==> src/rtl/ieee754_to_fixed.sv <==
// IEEE-754 (single/double) to sign/integer/fraction fixed-point converter.
// Two register stages (classify, shift+flag) with valid/ready flow control.
module ieee754_to_fixed #(
  parameter  int PRECISION  = 32,
  localparam int DATA_WIDTH = 32
) (
  input  logic                  I_Clk,
  input  logic                  I_Reset,
  input  logic                  I_Valid,
  output logic                  O_Ready,
  input  logic [PRECISION-1:0]  I_Op,
  output logic                  O_Valid,
  input  logic                  I_Ready,
  output logic                  O_Sign,
  output logic [DATA_WIDTH-1:0] O_Int,
  output logic [DATA_WIDTH-1:0] O_Fract,
  output logic                  O_Overflow,
  output logic                  O_Invalid,
  output logic                  O_Inexact
);

  localparam int EXP_W  = (PRECISION == 64) ? 11 : 8;
  localparam int MANT_W = (PRECISION == 64) ? 52 : 23;
  localparam int BIAS   = (PRECISION == 64) ? 1023 : 127;
  localparam int OP_W   = 1 + EXP_W + MANT_W;
  localparam int EW     = EXP_W + 2;
  localparam int WW     = 2 * DATA_WIDTH + MANT_W;
  localparam int SH_W   = $clog2(2 * DATA_WIDTH);

  localparam logic signed [EW-1:0] BIAS_S = EW'(BIAS);
  localparam logic signed [EW-1:0] DW_S   = EW'(DATA_WIDTH);

  typedef enum logic [2:0] {C_ZERO, C_DENORM, C_NORM, C_INF, C_NAN} cls_t;

  logic [OP_W-1:0]   op;
  logic              op_sign;
  logic [EXP_W-1:0]  op_exp;
  logic [MANT_W-1:0] op_mant;
  cls_t              op_cls;
  logic signed [EW-1:0] op_e;

  logic                 s1_valid;
  logic                 s1_sign;
  logic signed [EW-1:0] s1_e;
  logic [MANT_W:0]      s1_m;
  cls_t                 s1_cls;

  logic                  s2_valid;
  logic                  advance;
  logic [SH_W-1:0]       sh;
  logic [WW-1:0]         wide;
  logic                  n_sign, n_ovf, n_inv, n_inx;
  logic [DATA_WIDTH-1:0] n_int, n_fract;

  // Pipe moves only when the output slot is empty or being drained.
  assign advance = !s2_valid || I_Ready;
  assign O_Ready = advance;
  assign O_Valid = s2_valid;

  assign op      = OP_W'(I_Op);
  assign op_sign = op[OP_W-1];
  assign op_exp  = op[OP_W-2 -: EXP_W];
  assign op_mant = op[MANT_W-1:0];
  assign op_e    = $signed({2'b00, op_exp}) - BIAS_S;

  always_comb begin
    op_cls = C_NORM;
    if (op_exp == '0)
      op_cls = (op_mant == '0) ? C_ZERO : C_DENORM;
    else if (&op_exp)
      op_cls = (op_mant == '0) ? C_INF : C_NAN;
  end

  // The window's bit 0 weighs 2^-(DATA_WIDTH+MANT_W), so M lands at E+DATA_WIDTH;
  // the low MANT_W bits are exactly what truncation discards.
  assign sh   = SH_W'(s1_e + DW_S);
  assign wide = WW'(s1_m) << sh;

  always_comb begin
    n_sign  = s1_sign;
    n_int   = '0;
    n_fract = '0;
    n_ovf   = 1'b0;
    n_inv   = 1'b0;
    n_inx   = 1'b0;
    case (s1_cls)
      C_ZERO: ;
      C_DENORM: n_inx = 1'b1;
      C_INF: begin
        n_int   = '1;
        n_fract = '1;
        n_ovf   = 1'b1;
      end
      C_NAN: begin
        n_sign = 1'b0;
        n_inv  = 1'b1;
      end
      default: begin
        if (s1_e >= DW_S) begin
          n_int   = '1;
          n_fract = '1;
          n_ovf   = 1'b1;
        end else if (s1_e < -DW_S) begin
          n_inx = 1'b1;
        end else begin
          {n_int, n_fract} = wide[WW-1:MANT_W];
          n_inx            = |wide[MANT_W-1:0];
        end
      end
    endcase
    if (!s1_valid) begin
      n_sign = 1'b0;
      n_int  = '0;
      n_fract = '0;
      n_ovf  = 1'b0;
      n_inv  = 1'b0;
      n_inx  = 1'b0;
    end
  end

  always_ff @(posedge I_Clk) begin
    if (I_Reset) begin
      s1_valid   <= 1'b0;
      s1_sign    <= 1'b0;
      s1_e       <= '0;
      s1_m       <= '0;
      s1_cls     <= C_ZERO;
      s2_valid   <= 1'b0;
      O_Sign     <= 1'b0;
      O_Int      <= '0;
      O_Fract    <= '0;
      O_Overflow <= 1'b0;
      O_Invalid  <= 1'b0;
      O_Inexact  <= 1'b0;
    end else if (advance) begin
      s1_valid <= I_Valid;
      if (I_Valid) begin
        s1_sign <= op_sign;
        s1_e    <= op_e;
        s1_m    <= {1'b1, op_mant};
        s1_cls  <= op_cls;
      end
      s2_valid   <= s1_valid;
      O_Sign     <= n_sign;
      O_Int      <= n_int;
      O_Fract    <= n_fract;
      O_Overflow <= n_ovf;
      O_Invalid  <= n_inv;
      O_Inexact  <= n_inx;
    end
  end

endmodule
==> config.mk <==
export PLATFORM = sky130hd
export DESIGN_NAME = ieee754_to_fixed
export DESIGN_NICKNAME = d
export VERILOG_FILES = /design/src/rtl/ieee754_to_fixed.sv
export SDC_FILE = /design/constraint.sdc
export NUM_CORES = 1
export LEC_CHECK = 0
export ABC_AREA = 1
export CORE_MARGIN = 2
export CORE_UTILIZATION = 45
export DETAILED_ROUTE_END_ITERATION = 10
export GPL_ROUTABILITY_DRIVEN = 0
export PLACE_DENSITY_LB_ADDON = 0.2
export SLEW_MARGIN = 20
export SYNTH_ARGS = -nofsm -noshare
export SYNTH_HDL_FRONTEND = slang
export SYNTH_SLANG_ARGS = --single-unit
==> constraint.sdc <==
create_clock -name I_Clk -period 2.8 [get_ports I_Clk]
set_clock_uncertainty 0.1 [all_clocks]
set_input_delay 0.84 -clock I_Clk [delete_from_list [all_inputs] [get_ports I_Clk]]
set_output_delay 0.84 -clock I_Clk [all_outputs]
set_load 0.05 [all_outputs]
Word-level counts from Yosys, hierarchy flattened
Cells that the tools add are included.
Word-level totals
  RAM bits: 0
  flip-flop bits (word level): 107
  memories: 0
  bits in latches: 0
  logic and storage cells: 53
  memory bits (read-only): 0
Operators by class
  divide/modulo/power cells: 0
  muxes and demuxes: 23
  bitwise gates (word level): 0
  $mul: 0
  add/subtract/negate cells: 2
  reduce and logical (&&, ||, !) cells: 10
  order comparisons: 2
  equal/unequal tests: 3
  shift operators: 1
Operator list (number)
  32-bit 2-to-1 mux: 6
  32-bit one-hot mux with 2 select lines: 2
  24-bit by 6-bit << shifter with 87-bit output: 1
  23-bit zero test: 1
  23-bit OR reduction: 1
  1-bit 2-to-1 mux: 10
  9-bit by 7-bit >= comparator with 1-bit output (second input constant): 1
  9-bit by 6-bit less-than comparator with 1-bit output (second input constant): 1
  3-bit 2-to-1 mux: 3
  8-bit by 7-bit subtractor with 9-bit output (second input constant): 1
  8-bit zero test: 1
  8-bit AND reduction: 1
  6-bit adder (second input constant): 1
  3-bit OR reduction: 2
  1-bit one-hot mux with 2 select lines: 2
  3-bit by 1-bit == test with 1-bit output (second input constant): 1
  3-bit by 2-bit == test with 1-bit output (second input constant): 1
  3-bit == test (second input constant): 1
  3-bit zero test: 1
  2-bit AND reduction: 1
  1-bit zero test: 1
  1-bit logical OR: 1

Depth between registers and ports, before layout
Gate-level depths: netlist of the first run.
  depth after elaboration: 7
  mapped depth: 18
  gate-level depth less buffers: 17

Least setup slack after synthesis of the first run
OpenSTA, ideal clock, no wires.
  path type: input port to flip-flop
  start: in I_Ready
  end: reg s1_e[4]
  arrival time: 2195 ps
  setup slack: 368 ps
  required time: 2563 ps
  stages on the path: 7
  cell sequence: nor2_2 > inv_1 > nand2_1 > inv_1 > clkbuf_1 > clkbuf_1 > a31oi_1
Between the ends
  cells in the longest elaborated chain, start to end: 2
RTL lines
  start, declared: line 13  | input logic I_Ready,
  1-bit logical OR: line 56  | assign advance = !s2_valid || I_Ready;
  net O_Ready: line 10  | output logic O_Ready,
  2-bit AND reduction (no source line)
  end signal, assigned: line 139  | s1_e <= op_e;
  end, declared: line 44  | logic signed [EW-1:0] s1_e;
The timed path passes the listed nets, and every way through them passes these cells.
A chain may end at the register's enable or synchronous reset.

Final worst setup path of the first run
  start: in I_Ready
  end: out O_Ready
Between the ends
  cells in the longest elaborated chain, start to end: 1
RTL lines (line)
  1-bit logical OR: 56
  end, declared: 10
Every way passes these cells.

==> results of run 1 <==
[path summary, 6_finish.rpt]
check | from | endpoint
min | s1_cls[2] | s1_cls[2]
max | I_Ready | O_Ready
max reg2reg | s1_e[0] | O_Inexact
min reg2reg | s1_cls[2] | s1_cls[2]
[worst max-delay path, cell delays in order]
cell             delay, ns
clkdlybuf4s50_1       0.44
nor2_4                0.17
inv_1                 0.08
buf_4                 0.19
[stage by stage]
stage | std cells | setup slack [ns]
2_1_floorplan | 930 | 0.368
3_3_place_gp | 1169 | 0.133
3_5_place_dp | 1169 | 0.140
4_1_cts | 1185 | 0.135
5_1_grt | 1185 | 0.0956
6_report | 1185 | 0.138
[placed cells by master, fill, tap and decap left out, types with 3 or more instances in the layout]
| cell | netlist | final |
|---|---|---|
| inv_2 | 5 | 5 |
| a21oi_2 | 3 | 3 |
| nand3_1 | 156 | 156 |
| a22oi_1 | 12 | 12 |
| o21ai_0 | 67 | 67 |
| buf_4 | 4 | 25 |
| nor4_1 | 5 | 5 |
| nand4_1 | 8 | 8 |
| dfxtp_1 | 107 | 107 |
| a31oi_1 | 8 | 8 |
| nor2_1 | 93 | 92 |
| nand2_2 | 8 | 8 |
| buf_12 | 1 | 3 |
| clkbuf_16 | 0 | 9 |
| inv_6 | 0 | 3 |
| nand2_1 | 184 | 184 |
| or2_1 | 4 | 4 |
| nor2_2 | 4 | 4 |
| inv_1 | 33 | 33 |
| o211ai_1 | 4 | 4 |
| nor3_1 | 9 | 9 |
| a21oi_1 | 125 | 125 |
| xor2_1 | 3 | 3 |
| clkdlybuf4s50_1 | 0 | 103 |
[layout make-up]
class / instances / share of cell area [%]
Clock buffer: 9 / 2.99
Clock inverter: 7 / 1.03
Inverter: 39 / 2.05
Sequential cell: 107 / 28.5
Timing Repair Buffer: 132 / 17.1
Multi-Input combinational cell: 715 / 45.5
Tap cell: 176 / 2.93
[logic make-up after synthesis]
group | share of synthesized area, %
simple gates | 34.7
compound gates | 20.7
buf+inv | 8.19
flops | 35.4
xor+xnor | 0.579
fa+ha+maj | 0.413
[synth_stat cells (2+ instances only)]
master	count
nand3_1	156
a211oi_1	2
a221oi_1	2
clkbuf_1	38
buf_1	5
nor2_2	4
inv_2	5
ha_1	2
nor4_1	5
buf_6	4
o21ai_2	2
nand2_1	184
o211ai_1	4
nor3_1	9
buf_2	17
nand2_2	8
o21ai_0	67
a21oi_1	125
or2_1	4
dfxtp_1	107
buf_4	4
a22oi_1	12
inv_1	33
a21oi_2	3
xor2_1	3
o22ai_1	2
a31oi_1	8
and3_1	2
nor2_1	93
nand4_1	8
[layer usage]
metal | GRT usage, % | vias to the layer above | routed length [um]
met2 | 39.0 | 306 | 7860
met1 | 36.9 | 2994 | 8440
met4 | 10.5 | 0 | 501
met3 | 4.56 | 41 | 1430
li1 | - | 3323 | -
met5 | 0 | - | 0
[power groups by stage]
stage	registers (mW)	logic, mW	clock network, mW
floorplan	1.79	0.627	0
global placement	1.68	1.04	0
detailed placement	1.69	1.04	0
CTS	1.65	1.05	1.32
global route	1.66	1.17	1.37
finish	1.65	1.07	1.30
[state kept, by name, summed over array words and instances (netlist names)]
name        cells
O_Int          32
O_Overflow      1
O_Invalid       1
s1_m           24
s1_e            9
s1_valid        1
O_Valid         1
O_Fract        32
s1_cls          3
O_Inexact       1
s1_sign         1
O_Sign          1
==> out/metrics.yaml, run 1 <==
logic_synthesis:
  yosys_warnings: 0
  netlist.area_leader.share_pct: 35.4
  syn_inst: 930
  synth_cell_type_count: 42
  synthFlopType: "dfxtp_1"
  synth_edf_count: 0
  async_flop_share_pct: 0
  netlist_area_um2: 6050
  yosysSeqAreaShare_pct: 35.4
  synth.net_count: 968
  synth_seq_cells: 107
  avgSynthCellArea_um2: 6.51
  synth_top_area_cell: "dfxtp_1"
  synthTopCellsByArea: "dfxtp_1, nand3_1, nand2_1"
floorplanning:
  initial_utilization_pct: 45.9
  die_h_um: 120
  rows: 42
  fp.coreArea_um2: 13200
  ioPinCount: 106
  die_area_um2: 14400
  die_w_um: 120
timing:
  slew_headroom_pct: 54.6
  fin_crit_ns: 2.66
  finalHoldViolCount: 0
  slew_viol_final: 0
  finalCritPeriodShare_pct: 95.1
  timing.fmax_mhz: 376
  setup_viol: 0
  rsz0062_at_grt: "false"
  worst_pin_slew_ns: 0.680
  whs_ns: 0.365
  fin_setup_tns_ns: 0
global_route:
  antenna_found_initial: 0
  grt.overflow.total: 0
  track_usage_pct: 26.0
  grt_pass1_wl_um: 30100
  grt_pass1_vias: 5919
  grt_max_degree: 66
layout:
  drive_above_1_share_pct: 7.14
  fill_cells: 1342
  diodes: 0
  multi_input_area_um2: 3420
  register_area_um2: 2140
  final_core_util_pct: 57.0
  syn_to_final_growth_pct: 24.3
  nets: 1042
  design_area_um2: 7520
clocking:
  clock_path_buffers: 2
  clock_sinks: 107
  cts_root_buffer: "clkbuf_16"
  numCtsBuffers: 9
  clkTransAtPathRegs_ns: 0.08
  clock_latency_ns: 0.36
  post-cts-setup-buffer-count: 0
  hold_buffers: 0
  cts_tree: "done"
  h-tree-depth: 3
  cts_resized: 0
detailed_routing:
  vias: 6664
  firstDrtPassIters: 5
  routed_wl_um: 18200
  wl_per_cell_um: 15.4
  vias_per_cell: 5.62
  drc_errors: 0
  ant_nets: 0
  drtIter0Drc: 706
power_and_ir_drop:
  cellPowerDensity_nw_per_um2: 534
  vdd_drop_max_mv: 0.276
  power.share.switching_pct: 36.0
  power_mw: 4.02
  switchingPower_mw: 1.44
  internal_power_mw: 2.57
  leakage_nw: 2.86
  pwr-share-comb_pct: 26.6
  power_frac_seq_pct: 41.1
  p_clk_share_pct: 32.3
place:
  placed_area_um2: 7220
  port_buffers: 105
  hpwl_um: 13600
critical_path:
  cp-end-kind: "output pin"
  start_kind: "primary input"
  path_class: "primary input to output pin"
  worstPathMaxFanout: 4
  reg2reg_depth: 15
  worstPathRequired_ns: 1.86
  reg2reg_slack_ns: 0.39
  arrival_ns: 1.72
hold_path:
  hold_class: "register to register"
  whs_path_depth: 2
run:
  drv_cap: 0
outcome:
  status: "finished clean"
Note: power is estimated with default switching activity, not from simulation.
==> inputs of run 2 (changes only) <==
--- a/config.mk
+++ b/config.mk
@@ -5,7 +5,6 @@
 export SDC_FILE = /design/constraint.sdc
 export NUM_CORES = 1
 export LEC_CHECK = 0
-export ABC_AREA = 1
 export CORE_MARGIN = 2
 export CORE_UTILIZATION = 45
 export DETAILED_ROUTE_END_ITERATION = 10
==> out/metrics.yaml, run 2 <==
critical_path:
  path_class: "primary input to output pin"
  cp-end-kind: "output pin"
  start_kind: "primary input"
  arrival_ns: 1.77
  worstPathMaxFanout: 4
  worstPathRequired_ns: 1.86
  reg2reg_depth: 8
layout:
  syn_to_final_growth_pct: 30.3
  fill_cells: 1251
  top_regs: "O_Fract x32, O_Int x32, s1_m x24"
  diodes: 0
  drive_above_1_share_pct: 16.4
  register_area_um2: 2150
  final_common_cell: "dfxtp_1"
  nets: 917
  layout_common_cells: "dfxtp_1, clkdlybuf4s50_1, nand2_1"
  multi_input_area_um2: 3820
  final_cell_count_no_fill: 1064
floorplanning:
  die_area_um2: 15000
  rows: 43
  fp.coreArea_um2: 13800
  ioPinCount: 106
  initial_utilization_pct: 45.7
  die_w_um: 122
  die_h_um: 122
timing:
  finalHoldViolCount: 0
  rsz0062_at_grt: "false"
  fin_crit_ns: 2.71
  setup_viol: 0
  worst_pin_slew_ns: 0.651
  timing.fmax_mhz: 369
  slew_headroom_pct: 56.4
  slew_viol_final: 0
  finalCritPeriodShare_pct: 96.8
  setup_ws_ns: 0.0897
  whs_ns: 0.379
place:
  dp_slack_ns: -0.101
  port_buffers: 105
  hpwl_um: 15100
  place_inst: 1048
logic_synthesis:
  async_flop_share_pct: 0
  synthMuxAreaShare_pct: 17.3
  synth.most_common_cell: "dfxtp_1"
  synth_edf_count: 0
  synth_top_family_by_area: "compound AO/OA/AOI/OAI gates"
  synth-compound-area-share_pct: 22.5
  synthTopCellsByArea: "dfxtp_1, mux2i_1, nand2_1"
  yosys_warnings: 0
  syn_inst: 763
  synth_cell_type_count: 59
  yosys.area_share.simple_pct: 19.3
  synthTopCellsByCount: "dfxtp_1, nand2_1, nor2_1"
  synth.net_count: 801
  netlist_area_um2: 6300
  synthAdderAreaFrac_pct: 0.397
  yosysSeqAreaShare_pct: 34.0
  synth_seq_cells: 107
  netlist.area_leader.share_pct: 34.0
  synth_top_area_cell: "dfxtp_1"
  synth-xor-area-share_pct: 0.834
  synthFlopType: "dfxtp_1"
  avgSynthCellArea_um2: 8.25
detailed_routing:
  routed_wl_um: 20400
  vias_per_cell: 6.07
  firstDrtPassIters: 6
  drc_errors: 0
  ant_nets: 0
  drtIter0Drc: 781
  vias: 6463
  wl_per_cell_um: 19.1
global_route:
  antenna_found_initial: 0
  track_usage_pct: 27.4
  grt.overflow.total: 0
  grt_pass1_vias: 6143
  grt_pass1_wl_um: 32100
  grt_max_degree: 66
hold_path:
  whs_path_depth: 2
  hold_class: "register to register"
clocking:
  h-tree-depth: 3
  cts_tree: "done"
  hold_buffers: 0
  numCtsBuffers: 9
  clkTransAtPathRegs_ns: 0.07
  clock_latency_ns: 0.36
  cts_root_buffer: "clkbuf_16"
  clock_path_buffers: 2
  clock_sinks: 107
outcome:
  status: "finished clean"
run:
  drv_cap: 0
power_and_ir_drop:
  cellPowerDensity_nw_per_um2: 490
  vdd_drop_max_mv: 0.264
  leakage_nw: 2.88
-- run 2: cell count changes after synthesis, sizes merged, moves of 10 or more --
cell    previous run  this run
inv               39        10
mux4               0        17
mux2               0        27
clkbuf            38        50
o22ai              2        14
a221oi             2        43
mux2i              0        40
buf               31        20
o21ai             69        24
a211oi             2        12
a21oi            128        69
nand3            157        11
nand2            193       102
-- run 2: report_power, final --
| group | leakage [nW] | switching [mW] | internal (mW) |
|---|---|---|---|
| sequential | 0.873 | 0.0659 | 1.58 |
| clock | 0.157 | 0.609 | 0.737 |
| combinational | 1.85 | 0.596 | 0.434 |
-- run 2: path summary, 6_finish.rpt --
kind	slack (ns)	to	from
worst min-delay path	0.38	O_Sign	O_Sign
worst max-delay path	0.09	O_Ready	I_Ready
worst max register to register	0.11	O_Inexact	s1_e[2]
worst min register to register	0.38	O_Sign	O_Sign
-- run 2: worst max-delay path: stages --
cell	delay [ns]
clkdlybuf4s50_1	0.44
nor2b_4	0.18
clkinvlp_4	0.12
buf_4	0.19
-- run 2: cells by family (layout without fill, tap and decap cells) --
| group | Yosys count | count (layout) |
|---|---|---|
| AND/OR/NAND/NOR | 275 | 275 |
| multiplexers | 84 | 84 |
| flip-flops | 107 | 107 |
| AO/OA/AOI/OAI | 208 | 208 |
| buffers and inverters | 81 | 202 |
| XOR/XNOR | 6 | 6 |
| adder cells (fa/ha/maj) | 2 | 2 |
-- run 2: what timing repair did --
| item | 4_1_cts | 5_1_grt |
|---|---|---|
| setup endpoints to repair | 0 | 13 |
| resized for setup | 0 | 6 |
| setup buffers | 0 | 0 |
-- run 2: metrics by stage --
| stage | power [mW] | utilization, % | cell area [um^2] | TNS (ns) |
|---|---|---|---|---|
| finish | 4.02 | 59.6 | 8210 | 0 |
| global route | 4.17 | 59.6 | 8210 | 0 |
| CTS | 4.01 | 59.5 | 8190 | 0 |
| detailed placement | 2.68 | 57.2 | 7870 | -0.402 |
| global placement | 2.66 | 57.2 | 7870 | -0.00231 |
| floorplan | 2.30 | - | 6300 | 0 |
-- run 2: per-layer routing --
| metal | part of all wire, % | GRT usage [%] |
|---|---|---|
| met5 | 0 | 0 |
| met4 | 1.7 | 8.62 |
| met3 | 9.3 | 6.74 |
| met2 | 45 | 41.2 |
| met1 | 44 | 38.7 |
-- run 2: final cells by class --
type,instances,area share (%)
flip-flops and latches,107,26.2
inverters,11,0.595
clock buffers,10,2.91
clock inverters,6,0.991
well taps,180,2.74
multi-input cells,575,46.5
repair buffers,175,20.1
==> inputs of run 3 (changes only) <==
--- a/config.mk
+++ b/config.mk
@@ -10,6 +10,7 @@
 export DETAILED_ROUTE_END_ITERATION = 10
 export GPL_ROUTABILITY_DRIVEN = 0
 export PLACE_DENSITY_LB_ADDON = 0.2
+export SKIP_LAST_GASP = 1
 export SLEW_MARGIN = 20
 export SYNTH_ARGS = -nofsm -noshare
 export SYNTH_HDL_FRONTEND = slang
==> out/metrics.yaml, run 3 (same netlist as run 2, synthesis figures left out) <==
global_route:
  grt_max_degree: 66
  track_usage_pct: 27.4
  grt_pass1_wl_um: 32100
  grt_pass1_vias: 6143
  antenna_found_initial: 0
  grt.overflow.total: 0
power_and_ir_drop:
  leakage_nw: 2.88
  power_mw: 4.02
  vdd_drop_max_mv: 0.264
  cellPowerDensity_nw_per_um2: 490
clocking:
  numCtsBuffers: 9
  cts_root_buffer: "clkbuf_16"
  cts_tree: "done"
  clkTransAtPathRegs_ns: 0.07
  h-tree-depth: 3
  clock_path_buffers: 2
  clock_latency_ns: 0.36
  clock_sinks: 107
  hold_buffers: 0
floorplanning:
  ioPinCount: 106
  rows: 43
  die_h_um: 122
  initial_utilization_pct: 45.7
  fp.coreArea_um2: 13800
  die_area_um2: 15000
  die_w_um: 122
critical_path:
  arrival_ns: 1.77
  cp-end-kind: "output pin"
  reg2reg_depth: 8
  r2r-start: "s1_e[2]"
  worstPathMaxFanout: 4
  path_class: "primary input to output pin"
  worstPathRequired_ns: 1.86
  reg2reg_slack_ns: 0.11
  start_kind: "primary input"
  r2r-end: "O_Inexact"
detailed_routing:
  wl_per_cell_um: 19.1
  drc_errors: 0
  dr.max_layer_used: "met4"
  ant_nets: 0
  drtIter0Drc: 781
  wl_met3_um: 1910
  routed_wl_um: 20300
  met1_length_um: 8920
  routed-wl-met2_um: 9180
  vias_per_cell: 6.07
  vias: 6454
  firstDrtPassIters: 6
timing:
  setup_viol: 0
  fin_setup_tns_ns: 0
  fin_crit_ns: 2.71
  slew_viol_final: 0
  timing.fmax_mhz: 369
  slew_headroom_pct: 56.1
  finalHoldViolCount: 0
  rsz0062_at_grt: "true"
  finalCritPeriodShare_pct: 96.8
  whs_ns: 0.379
  worst_pin_slew_ns: 0.655
place:
  port_buffers: 105
  hpwl_um: 15100
layout:
  drive_above_1_share_pct: 16.4
  syn_to_final_growth_pct: 30.3
  nets: 917
  diodes: 0
  fill_cells: 1251
  final_core_util_pct: 59.6
  top_regs: "O_Fract x32, O_Int x32, s1_m x24"
  final_common_cell: "dfxtp_1"
  layout_common_cells: "dfxtp_1, clkdlybuf4s50_1, nand2_1"
hold_path:
  hold_path.startpoint: "O_Sign"
  hold_class: "register to register"
  whs_path_depth: 2
  hold_path_end: "O_Sign"
run:
  drv_cap: 0
outcome:
  status: "finished clean"
[run 3: power breakdown]
part	switching, mW	internal [mW]
sequential	0.0660	1.58
combinational	0.595	0.434
clock	0.609	0.737
total	1.27	2.75
[run 3: critical path, stage by stage]
cell,delay (ns)
clkdlybuf4s50_1,0.44
nor2b_4,0.18
clkinvlp_4,0.12
buf_4,0.19
[run 3: worst max path at each step]
| stage | start | endpoint | slack [ns] |
|---|---|---|---|
| 6_report | I_Ready | O_Ready | 0.09 |
| 5_1_grt | s1_e[1] | O_Int[5] | -0.002 |
| 4_1_cts | s1_e[1] | O_Inexact | 0.08 |
| 3_5_place_dp | I_Ready | O_Fract[27] | -0.10 |
| 3_3_place_gp | I_Ready | O_Fract[26] | -0.002 |
| 2_1_floorplan | I_Ready | O_Int[11] | 0.1 |
[run 3: what timing repair did]
item                                    CTS  global route
resized for setup                         0             5
endpoints found under the setup margin    0            13
setup buffers                             0             0
[run 3: per-layer routing]
layer,GRT usage (%),vias up
met3,6.74,29
met5,0,-
met1,38.7,3079
met2,41.2,293
met4,8.62,0
li1,-,3053
[run 3: final cells by class]
class                   instances  area, um^2  area share (%)
clock buffers                  10         239            2.91
clock inverters                 6        81.3           0.991
inverters                      11        48.8           0.595
multi-input cells             575        3820            46.5
flip-flops and latches        107        2150            26.2
well taps                     180         225            2.74
repair buffers                175        1650            20.1
[run 3: stage by stage]
step	cell area, um^2	cells	setup slack [ns]
2_1_floorplan	6300	763	0.0991
3_3_place_gp	7870	1048	-0.00231
3_5_place_dp	7870	1048	-0.101
4_1_cts	8190	1064	0.0780
5_1_grt	8210	1064	-0.00221
6_report	8210	1064	0.0897
